$ cat config.mk
export PLATFORM = sky130hd
export DESIGN_NAME = bsg_arb_wrr_locked
export DESIGN_NICKNAME = d
export VERILOG_FILES = /design/src/rtl/bsg_arb_wrr_pick.sv /design/src/rtl/bsg_arb_wrr_locked.sv
export SDC_FILE = /design/constraint.sdc
export NUM_CORES = 1
export LEC_CHECK = 0
export ABC_CLOCK_PERIOD_IN_PS = 10690
export CAP_MARGIN = 20
export CELL_PAD_IN_SITES_DETAIL_PLACEMENT = 1
export CELL_PAD_IN_SITES_GLOBAL_PLACEMENT = 2
export CORE_MARGIN = 5
export CORE_UTILIZATION = 34
export CTS_CLUSTER_SIZE = 40
export DETAILED_ROUTE_END_ITERATION = 8
export GPL_TIMING_DRIVEN = 0
export PLACE_DENSITY = 0.85
export SLEW_MARGIN = 20
export SYNTH_ARGS = -nofsm -noshare
export SYNTH_HDL_FRONTEND = slang
export SYNTH_HIERARCHICAL = 1
export SYNTH_SLANG_ARGS = --single-unit
$ cat constraint.sdc
create_clock -name clk_i -period 10.69 [get_ports clk_i]
set_input_delay 2.138 -clock clk_i [delete_from_list [all_inputs] [get_ports clk_i]]
set_output_delay 2.138 -clock clk_i [all_outputs]
set_load 0.02 [all_outputs]
$ cat src/rtl/bsg_arb_wrr_pick.sv
// Rotating-priority search: first asserted request at or after ptr_i, wrapping.
module bsg_arb_wrr_pick #(
  parameter int els_p     = 4,
  parameter int lg_els_lp = (els_p > 1) ? $clog2(els_p) : 1
) (
  input  logic [els_p-1:0]     reqs_i,
  input  logic [lg_els_lp-1:0] ptr_i,
  output logic [els_p-1:0]     grant_o,
  output logic [lg_els_lp-1:0] id_o,
  output logic                 v_o
);

  // One extra bit so ptr + offset never overflows before the modulo fold.
  localparam logic [lg_els_lp:0] els_lp = (lg_els_lp+1)'(els_p);

  logic [lg_els_lp:0] sum;

  // Walk the requesters in priority order and keep the first one found.
  always_comb begin
    grant_o = '0;
    id_o    = '0;
    v_o     = 1'b0;
    sum     = '0;
    for (int i = 0; i < els_p; i++) begin
      sum = {1'b0, ptr_i} + (lg_els_lp+1)'(i);
      if (sum >= els_lp) sum = sum - els_lp;
      if (!v_o && reqs_i[sum[lg_els_lp-1:0]]) begin
        v_o                          = 1'b1;
        id_o                         = sum[lg_els_lp-1:0];
        grant_o[sum[lg_els_lp-1:0]]  = 1'b1;
      end
    end
  end

endmodule

$ cat src/rtl/bsg_arb_wrr_locked.sv
// Weighted round-robin arbiter that holds its grant for a whole multi-beat packet.
module bsg_arb_wrr_locked #(
  parameter int els_p          = 4,
  parameter int weight_width_p = 2,
  parameter int lg_els_lp      = (els_p > 1) ? $clog2(els_p) : 1
) (
  input  logic                              clk_i,
  input  logic                              reset_i,
  input  logic [els_p-1:0]                  reqs_i,
  input  logic                              last_i,
  input  logic                              yumi_i,
  input  logic [els_p*weight_width_p-1:0]   weights_i,
  output logic [els_p-1:0]                  grants_o,
  output logic                              v_o,
  output logic [lg_els_lp-1:0]              grant_id_o,
  output logic                              locked_o
);

  typedef enum logic {IDLE, LOCKED} state_e;

  state_e                    state_q, state_d;
  logic [lg_els_lp-1:0]      ptr_q, ptr_d;
  logic [weight_width_p-1:0] credit_q, credit_d;
  logic [lg_els_lp-1:0]      lock_id_q, lock_id_d;

  logic [els_p-1:0]          pick_grant;
  logic [lg_els_lp-1:0]      pick_id;
  logic                      pick_v;

  logic                      fire;
  logic [weight_width_p-1:0] credit_c;
  logic [lg_els_lp-1:0]      ptr_nxt;

  // A weight of zero still grants one packet, otherwise the requester would starve.
  function automatic logic [weight_width_p-1:0] eff_weight(
    input logic [lg_els_lp-1:0]              idx,
    input logic [els_p*weight_width_p-1:0]   w
  );
    logic [weight_width_p-1:0] v;
    v = w[int'(idx)*weight_width_p +: weight_width_p];
    return (v == '0) ? weight_width_p'(1) : v;
  endfunction

  function automatic logic [lg_els_lp-1:0] next_id(input logic [lg_els_lp-1:0] g);
    return (g == lg_els_lp'(els_p-1)) ? '0 : g + 1'b1;
  endfunction

  bsg_arb_wrr_pick #(
    .els_p     (els_p),
    .lg_els_lp (lg_els_lp)
  ) u_pick (
    .reqs_i  (reqs_i),
    .ptr_i   (ptr_q),
    .grant_o (pick_grant),
    .id_o    (pick_id),
    .v_o     (pick_v)
  );

  // Grant outputs: free search when idle, lock holder only while a packet is open.
  always_comb begin
    grants_o   = '0;
    grant_id_o = '0;
    if (!reset_i) begin
      if (state_q == LOCKED) begin
        grants_o = (els_p'(1) << lock_id_q) & reqs_i;
        if (|grants_o) grant_id_o = lock_id_q;
      end else if (pick_v) begin
        grants_o   = pick_grant;
        grant_id_o = pick_id;
      end
    end
  end

  assign v_o      = |grants_o;
  assign locked_o = (state_q == LOCKED) && !reset_i;
  assign fire     = yumi_i && v_o;

  // Next-state: lock on a non-final beat, rotate priority/credit when a packet ends.
  always_comb begin
    state_d   = state_q;
    ptr_d     = ptr_q;
    credit_d  = credit_q;
    lock_id_d = lock_id_q;
    credit_c  = (grant_id_o == ptr_q) ? credit_q : eff_weight(grant_id_o, weights_i);
    ptr_nxt   = next_id(grant_id_o);
    if (fire) begin
      if (!last_i) begin
        state_d   = LOCKED;
        lock_id_d = grant_id_o;
      end else begin
        state_d = IDLE;
        if (credit_c > weight_width_p'(1)) begin
          ptr_d    = grant_id_o;
          credit_d = credit_c - 1'b1;
        end else begin
          ptr_d    = ptr_nxt;
          credit_d = eff_weight(ptr_nxt, weights_i);
        end
      end
    end
  end

  // State registers; reset reloads requester 0's credit from the live weights.
  always_ff @(posedge clk_i) begin
    if (reset_i) begin
      state_q   <= IDLE;
      ptr_q     <= '0;
      credit_q  <= eff_weight('0, weights_i);
      lock_id_q <= '0;
    end else begin
      state_q   <= state_d;
      ptr_q     <= ptr_d;
      credit_q  <= credit_d;
      lock_id_q <= lock_id_d;
    end
  end

`ifndef SYNTHESIS
  // Protocol checks: consuming with no grant, or the lock holder dropping its request.
  always_ff @(posedge clk_i) begin
    if (!reset_i) begin
      assert (!(yumi_i && !v_o));
      assert (!(state_q == LOCKED && !reqs_i[lock_id_q]));
    end
  end
`endif

endmodule

# ---- Word-level counts from Yosys, hierarchy flattened
# Index checks and enable logic that the tools add are counted.
dict set report word_totals {
  reg_bits 7
  latchBits 0
  mem_bits_rw 0
  rom_bits 0
  input_bits 16
  out_inout_bits 8
  word_cells 109
  mem_count 0
}
dict set report classes {
  addsub 9
  n_mul 0
  n_div 0
  magnitude_cmp 13
  eq_ne 2
  shifts 3
  n_mux 50
  n_bitwise 5
  reduce_logical 23
}
# cell count
set ops {}
lappend ops {{2-bit two-way mux} 22}
lappend ops {{4-bit two-way mux} 7}
lappend ops {{8-bit by 4-bit indexed part select with 2-bit output} 2}
lappend ops {{1-bit two-way mux} 13}
lappend ops {{2-bit by 3-bit < comparator with 1-bit output (second input constant)} 4}
lappend ops {{4-bit OR} 3}
lappend ops {{2-bit by 1-bit subtractor with 2-bit output (second input constant)} 5}
lappend ops {{3-bit >= comparator (second input constant)} 3}
lappend ops {{1-bit logical AND} 9}
lappend ops {{1-bit binary-select mux with 2-bit select} 4}
lappend ops {{1-bit demux with 2-bit select} 4}
lappend ops {{2-bit by 1-bit >= comparator with 1-bit output (second input constant)} 4}
lappend ops {{4-bit OR reduction} 2}
lappend ops {{2-bit by 2-bit adder with 3-bit output (second input constant)} 2}
lappend ops {{2-bit logical NOT} 3}
lappend ops {{2-bit AND reduction} 3}
lappend ops {{4-bit bitwise AND} 1}
lappend ops {{1-bit logical NOT} 4}
lappend ops {{2-bit nonzero test} 2}
lappend ops {{1-bit by 2-bit left shift with 4-bit output (first input constant)} 1}
lappend ops {{2-bit by 1-bit adder with 3-bit output (second input constant)} 1}
lappend ops {{2-bit by 3-bit >= comparator with 1-bit output (second input constant)} 1}
lappend ops {{2-bit by 1-bit adder with 2-bit output (second input constant)} 1}
lappend ops {{2-bit == test} 1}
lappend ops {{3 further kinds} 3}

# ---- Depth between registers and ports, before layout
# Gate-level depths: netlist of the first run.
dict set report depth {
  word_depth 26
  depth_mapped 15
  mapped_depth_nobuf 13
}

# ---- Cells and area by module
# The synthesis of the first run kept the hierarchy.
# module n_inst cells_per_inst area_per_inst_um2 seq_area_each_um2
set modules_own_cells {}
lappend modules_own_cells {bsg_arb_wrr_locked 1 105 905.9 160.2}
lappend modules_own_cells {bsg_arb_wrr_pick 1 45 421.7 0.0}

# ---- Least setup slack after synthesis of the first run
# No wires, ideal clock.
dict set report synth_path {
  path_kind {input -> output}
  from {input reqs_i[0]}
  to {output v_o}
  arrival_time_ns 4.102
  t_required_ns 8.552
  setup_slack_ns 4.450
  stages 6
  n_path_buf 0
  cell_sequence {mux4_1 and2b_2 a22oi_1 o21ai_0 o41a_1 or4_4}
}
dict set report synth_between {
  elab_chain_len 16
  word_cells_on_any_way 30
  classes_between {mux: 19; bitwise: 4; reduce/logical: 7}
}
# item line_no
set synth_lines {}
lappend synth_lines {{from (decl)} bsg_arb_wrr_locked.sv:9} ;# input logic [els_p-1:0] reqs_i,
lappend synth_lines {{1-bit binary-select mux with 2-bit select} bsg_arb_wrr_pick.sv:27} ;# if (!v_o && reqs_i[sum[lg_els_lp-1:0]]) begin
lappend synth_lines {{1-bit two-way mux (not written as such)} bsg_arb_wrr_pick.sv:27}
lappend synth_lines {{1-bit two-way mux} bsg_arb_wrr_pick.sv:27}
lappend synth_lines {{1-bit logical NOT} bsg_arb_wrr_pick.sv:27}
lappend synth_lines {{1-bit logical AND} bsg_arb_wrr_pick.sv:27}
lappend synth_lines {{1-bit two-way mux} bsg_arb_wrr_pick.sv:27}
lappend synth_lines {{1-bit logical NOT} bsg_arb_wrr_pick.sv:27}
lappend synth_lines {{1-bit logical AND} bsg_arb_wrr_pick.sv:27}
lappend synth_lines {{1-bit two-way mux} bsg_arb_wrr_pick.sv:27}
lappend synth_lines {{1-bit logical NOT} bsg_arb_wrr_pick.sv:27}
lappend synth_lines {{1-bit logical AND} bsg_arb_wrr_pick.sv:27}
lappend synth_lines {{4-bit two-way mux (*)} bsg_arb_wrr_pick.sv:27}
lappend synth_lines {{via pick_grant[2]} bsg_arb_wrr_locked.sv:26} ;# logic [els_p-1:0] pick_grant;
lappend synth_lines {{4-bit two-way mux (*)} bsg_arb_wrr_locked.sv:67} ;# end else if (pick_v) begin
lappend synth_lines {{4-bit two-way mux (*)} bsg_arb_wrr_locked.sv:64} ;# if (state_q == LOCKED) begin
lappend synth_lines {{4-bit two-way mux (*)} bsg_arb_wrr_locked.sv:63} ;# if (!reset_i) begin
lappend synth_lines {{4-bit OR reduction (*)} bsg_arb_wrr_locked.sv:74} ;# assign v_o = |grants_o;
lappend synth_lines {{to (decl)} bsg_arb_wrr_locked.sv:14} ;# output logic v_o,
# Mark *: on every way through the listed nets, which the timed path passes. The rest lies on a longest branch. The select of a mux whose other input is x is not followed.

# ---- Final worst setup path of the first run
dict set report layout_path {
  from {input reqs_i[3]}
  to {output v_o}
}
# The elaborated chain is that of the path after synthesis.

==> reports/metrics.cfg, run 1 <==
[floorplanning]
die_h_um=72.5
die_width_um=72.5
ios=24
initial_core_util=0.357
num_rows=22
dieArea_um2=5250
design.core.area_um2=3720

[sta]
fmax_mhz=132
tightest_slew_ps=560
rsz0062_at_grt=false
setup-violations-final=0
max_slew_margin=0.626
fin_crit_ps=7590
fin_tns_setup_ps=0
fin_skew_ps=2.56
slew_violations=0
fin_crit_sh=0.710
finalHoldViolations=0

[route]
via_per_inst=5.99
via_count=1348
wl_per_cell_um=17.8
drtIter0Drc=70
drt_wl_total_um=4010
antenna_left=0
drtPass1Iterations=4
drc=0

[synthesis]
avgSynthCellArea_um2=8.85
syn_inst=150
synthArstFlopShare=0
ys_seq_area_frac=0.121
synth_top_cell_by_area=dfxtp_1
synth_edf_count=2
syn_area_um2=1330
netlist_top_cells_area=dfxtp_1, a22oi_1, ha_1
synth-seq-cells=7
yosys.area.top_type_share=0.0754
synth_cell_types=57
synthFlopType=dfxtp_1
ys_warn_count=6
syn_nets=171

[global_route]
grtUsageTotal=0.155
grt_pass1_vias=1362
grt_first_pass_wirelength_um=6710
grt_overflow=0
grt_max_degree=12
antenna_found_initial=0

[power]
swShare=0.447
seqPwrFrac=0.149
peakVddDrop_uv=60.7
pwr_density_cell_nw_per_um2=159
power.share.clock=0.140
p_leak_nw=0.586
combPwrFrac=0.711
power.internal_uw=146
p_switching_uw=118

[worst_setup_path]
max_stage_delay_ps=680
worstPathRequired_ps=8550
cp_slowest_cell=mux4_1
arrival_ps=5460
path_common_cell=clkdlybuf4s50_1
start_kind=input port
critPathMaxFanout=11
criticalPathCategory=in -> out
worstSetupEndpointType=primary output
worstPathCellList=clkdlybuf4s50_1, mux4_1, and2b_2, a22oi_1, o21ai_0, o41a_1, or4_4, clkdlybuf4s50_1

[final_layout]
layout_common_cells=clkdlybuf4s50_1, inv_1, nand2_1, nor2_1, a22oi_1
antennaDiodeCount=0
multi_input_area_um2=1060
fillers=447
final_area_um2=1660
final-seq-area_um2=160
nets=199
area_growth_pct=25.3
drive_gt1_frac=0.192
layout_commonest_cell=clkdlybuf4s50_1

[clocking]
cts.clk_slew.worst_paths_ps=40
clock_sinks=7
cts.repair.resized=0
cts.path.max_buffers=2
post-cts-setup-buffers=0
cts_hold_buffers=0
cts-htree-levels=1
clk_latency_ps=230
numCtsBuffers=3
root_buffer=clkbuf_8
cts_tree=built

[run]
maxCapViolations=0

[placed_design]
port_buffers=23
hpwlAfterDp_um=3230
routabilityCongestion=0.836
place_area_um2=1620

[run_status]
outcome=finished clean

[worst_hold_path]
min_path_type=reg -> reg

## state kept, by name (all words and copies together) (netlist names)
signal     count
credit_q       2
lock_id_q      2
state_q        1
ptr_q          2
## cells in the mapped netlist (all sizes together), types with 3 or more instances
library cell  number
a211oi             5
a21o               3
a21oi              3
a22oi              9
a31oi              4
buf                8
dfxtp              5
ha                 5
inv               10
mux2               5
mux2i              5
mux4               4
nand2              9
nand2b             6
nand3b             4
nor2               9
nor3b              3
o211ai             3
o21ai              9
o221ai             3
## path summary, 6_finish.rpt
| kind | startpoint | to | slack (ps) | cells past startpoint |
|---|---|---|---|---|
| min | lock_id_q[1] | lock_id_q[1] | 610 | 3 |
| max reg2reg | ptr_q[1] | credit_q[0] | 6660 | 13 |
| min reg2reg | lock_id_q[1] | lock_id_q[1] | 610 | 3 |
| max | reqs_i[3] | v_o | 3100 | 8 |
## critical path: cells and delay by family
family	cells	cell delay, ps
and+or+nand+nor	2	740
buffers and inverters	2	1150
muxes	1	680
AOI/OAI and AO/OA	3	750
## cells by family after synthesis
logic type,count (synthesis),share of synthesized area
AOI/OAI and AO/OA,55,0.338
adders and majority gates,5,0.0471
buffers and inverters,19,0.0839
DFF,7,0.121
muxes,14,0.159
and+or+nand+nor,50,0.251
## power by group through the flow
| stage | sequential [mW] | combinational, mW | clock [mW] |
|---|---|---|---|
| floorplan | 0.0374 | 0.136 | 0 |
| global placement | 0.0395 | 0.179 | 0 |
| detailed placement | 0.0397 | 0.186 | 0 |
| CTS | 0.0394 | 0.187 | 0.0381 |
| global route | 0.0400 | 0.204 | 0.0402 |
| finish | 0.0392 | 0.187 | 0.0370 |
## through the flow
stage          worst slack (ps)   util  cells  hold WS [ps]  total power [mW]
5_1_grt                    2930  0.447    225           658             0.284
6_report                   3100  0.447    225           607             0.264
2_1_floorplan              4450      -    150           562             0.173
4_1_cts                    3070  0.447    225           609             0.265
3_5_place_dp               3080  0.435    221           601             0.226
3_3_place_gp               3140  0.435    221           590             0.219
## per-layer routing
layer,global-route usage,part of all wire,up-vias
met3,0.0194,0.041,0
met2,0.272,0.50,42
met1,0.211,0.46,651
met5,0,0,-
met4,0.0123,0,0
li1,-,-,655
## area by class of cell
type | count | area share
timing repair buffer | 23 | 0.138
sequential | 7 | 0.0963
inverter | 10 | 0.0226
buffer | 9 | 0.0444
tap | 48 | 0.0361
clock buffer | 4 | 0.0271
multi-input combinational | 124 | 0.635
No activity file was read; power rests on OpenSTA's default activity.
==> run 2: changes to the inputs <==
--- a/config.mk
+++ b/config.mk
@@ -5,16 +5,16 @@
 export SDC_FILE = /design/constraint.sdc
 export NUM_CORES = 1
 export LEC_CHECK = 0
-export ABC_CLOCK_PERIOD_IN_PS = 10690
+export ABC_CLOCK_PERIOD_IN_PS = 6300
 export CAP_MARGIN = 20
 export CELL_PAD_IN_SITES_DETAIL_PLACEMENT = 1
 export CELL_PAD_IN_SITES_GLOBAL_PLACEMENT = 2
 export CORE_MARGIN = 5
-export CORE_UTILIZATION = 34
+export CORE_UTILIZATION = 29
 export CTS_CLUSTER_SIZE = 40
 export DETAILED_ROUTE_END_ITERATION = 8
 export GPL_TIMING_DRIVEN = 0
-export PLACE_DENSITY = 0.85
+export PLACE_DENSITY = 0.77
 export SLEW_MARGIN = 20
 export SYNTH_ARGS = -nofsm -noshare
 export SYNTH_HDL_FRONTEND = slang
==> constraint.sdc (replaced) <==
create_clock -name clk_i -period 6.3 [get_ports clk_i]
set_input_delay 1.26 -clock clk_i [delete_from_list [all_inputs] [get_ports clk_i]]
set_output_delay 1.26 -clock clk_i [all_outputs]
set_load 0.02 [all_outputs]
==> reports/metrics.cfg, run 2 (synthesis results as in run 1) <==
[worst_setup_path]
criticalPathCategory=in -> out  ; unchanged
critPathMaxFanout=11  ; unchanged
arrival_ps=4610  ; was 5460 ps
worstSetupEndpointType=primary output  ; unchanged
worstPathRequired_ps=5040  ; was 8550 ps
reg2reg_depth=14  ; was 13
r2r-start=ptr_q[0]  ; was ptr_q[1]
start_kind=input port  ; unchanged
rr_endpoint=ptr_q[0]  ; was credit_q[0]
r2r_slack_ps=2360  ; was 6660 ps

[sta]
tightest_slew_ps=566  ; was 560 ps
rsz0062_at_grt=false  ; unchanged
fin_crit_ps=5870
fin_crit_sh=0.932
slew_violations=0  ; unchanged
setup_ws_ps=426  ; was 3100 ps
fin_skew_ps=1.99  ; was 2.56 ps
setup-violations-final=0  ; unchanged
fin_tns_setup_ps=0  ; unchanged
max_slew_margin=0.622  ; was 0.626
fmax_mhz=170
finalHoldViolations=0  ; unchanged

[final_layout]
area_growth_pct=25.6  ; was 25.3%
multi_input_area_um2=1060  ; unchanged
reg_top3=credit_q x2, lock_id_q x2, ptr_q x2  ; unchanged
layout_commonest_cell=clkdlybuf4s50_1  ; unchanged
fillers=518  ; was 447
final-seq-area_um2=160  ; unchanged
nets=199  ; unchanged
layout_common_cells=clkdlybuf4s50_1, inv_1, nand2_1, nor2_1, a22oi_1  ; unchanged
drive_gt1_frac=0.192  ; unchanged
antennaDiodeCount=0  ; unchanged

[floorplanning]
die_width_um=77.7  ; was 72.5 µm
ios=24  ; unchanged
initial_core_util=0.303  ; was 0.357
num_rows=24  ; was 22
dieArea_um2=6030  ; was 5250 µm²
die_h_um=77.7  ; was 72.5 µm
design.core.area_um2=4380  ; was 3720 µm²

[power]
power.internal_uw=247  ; was 146 µW
swShare=0.442  ; was 0.447
peakVddDrop_uv=143  ; was 60.7 µV
pwr_density_cell_nw_per_um2=266  ; was 159 nW/µm²
power.share.clock=0.138  ; was 0.140
combPwrFrac=0.713  ; was 0.711
p_leak_nw=0.586  ; unchanged
seqPwrFrac=0.150  ; was 0.149
p_switching_uw=196  ; was 118 µW

[clocking]
cts.repair.resized=0  ; unchanged
numCtsBuffers=3  ; unchanged
clk_latency_ps=220  ; was 230 ps
root_buffer=clkbuf_8  ; unchanged
cts.path.max_buffers=2  ; unchanged
post-cts-setup-buffers=0  ; unchanged
cts-htree-levels=1  ; unchanged
cts.clk_slew.worst_paths_ps=40  ; about the same
clock_sinks=7  ; unchanged
cts_tree=built  ; unchanged
cts_hold_buffers=0  ; unchanged

[route]
drc=0  ; unchanged
drtPass1Iterations=4  ; unchanged
via_count=1334  ; was 1,348
drtIter0Drc=38  ; was 70
wl_per_cell_um=17.1  ; was 17.8 µm
antenna_left=0  ; unchanged
drt_wl_total_um=3930  ; was 4010 µm
via_per_inst=5.83  ; was 5.99

[global_route]
grt_pass1_vias=1486  ; was 1,362
grt_first_pass_wirelength_um=6920  ; was 6710 µm
grt_max_degree=12  ; unchanged
grtUsageTotal=0.135  ; was 0.155
antenna_found_initial=0  ; unchanged
grt_overflow=0  ; unchanged

[placed_design]
hpwlAfterDp_um=3240  ; was 3230 µm
pre_cts_ws_ps=418  ; was 3080 ps
routabilityCongestion=0.768  ; was 0.836
port_buffers=23  ; unchanged

[worst_hold_path]
min_to=lock_id_q[1]  ; unchanged
min-delay-start=lock_id_q[1]  ; unchanged
hold-path-cell-count=3  ; unchanged
min_path_type=reg -> reg  ; unchanged

[run_status]
outcome=finished clean  ; unchanged

[run]
maxCapViolations=0  ; unchanged

run 2: worst max path at each step:
| stage | start | endpoint | slack (ps) | cells after the start |
|---|---|---|---|---|
| floorplan | reqs_i[0] | v_o | 1820 | 6 |
| finish | reqs_i[3] | v_o | 430 | 8 |
| global placement | reqs_i[3] | v_o | 500 | 8 |
| global route | reqs_i[3] | v_o | 290 | 8 |
| detailed placement | reqs_i[3] | v_o | 420 | 8 |
| CTS | reqs_i[3] | v_o | 400 | 8 |
run 2: stage by stage:
stage,util,area (µm²),power [mW],hold WS (ps),cells
5_1_grt,0.380,1670,0.481,630,229
6_report,0.380,1670,0.443,596,229
2_1_floorplan,-,1330,0.294,562,150
3_5_place_dp,0.370,1620,0.384,596,225
3_3_place_gp,0.370,1620,0.374,587,225
4_1_cts,0.380,1670,0.449,601,229
run 2: area by class of cell:
class	instances	share of cell area
timing repair buffer	23	0.138
inverter	10	0.0225
clock buffer	4	0.0270
sequential	7	0.0960
tap	52	0.0390
multi-input combinational	124	0.633
buffer	9	0.0443
run 2: worst max-delay path, stage by stage:
cell and delay, ps:
clkdlybuf4s50_1 590, mux4_1 680, and2b_2 290, a22oi_1 190, o21ai_0 140, o41a_1 430, or4_4 450, clkdlybuf4s50_1 570
run 2: per-layer routing:
| layer | GRT usage | vias up | part of all wire |
|---|---|---|---|
| li1 | - | 652 | - |
| met4 | 0.0189 | 0 | 0.0053 |
| met3 | 0.0255 | 2 | 0.025 |
| met5 | 0 | - | 0 |
| met2 | 0.255 | 23 | 0.53 |
| met1 | 0.160 | 657 | 0.44 |
run 2: power by group through the flow:
stage	registers, mW	clock network [mW]	logic (mW)
2_1_floorplan	0.0635	0	0.231
3_3_place_gp	0.0673	0	0.306
3_5_place_dp	0.0672	0	0.317
4_1_cts	0.0664	0.0636	0.319
5_1_grt	0.0677	0.0666	0.347
6_report	0.0663	0.0610	0.316
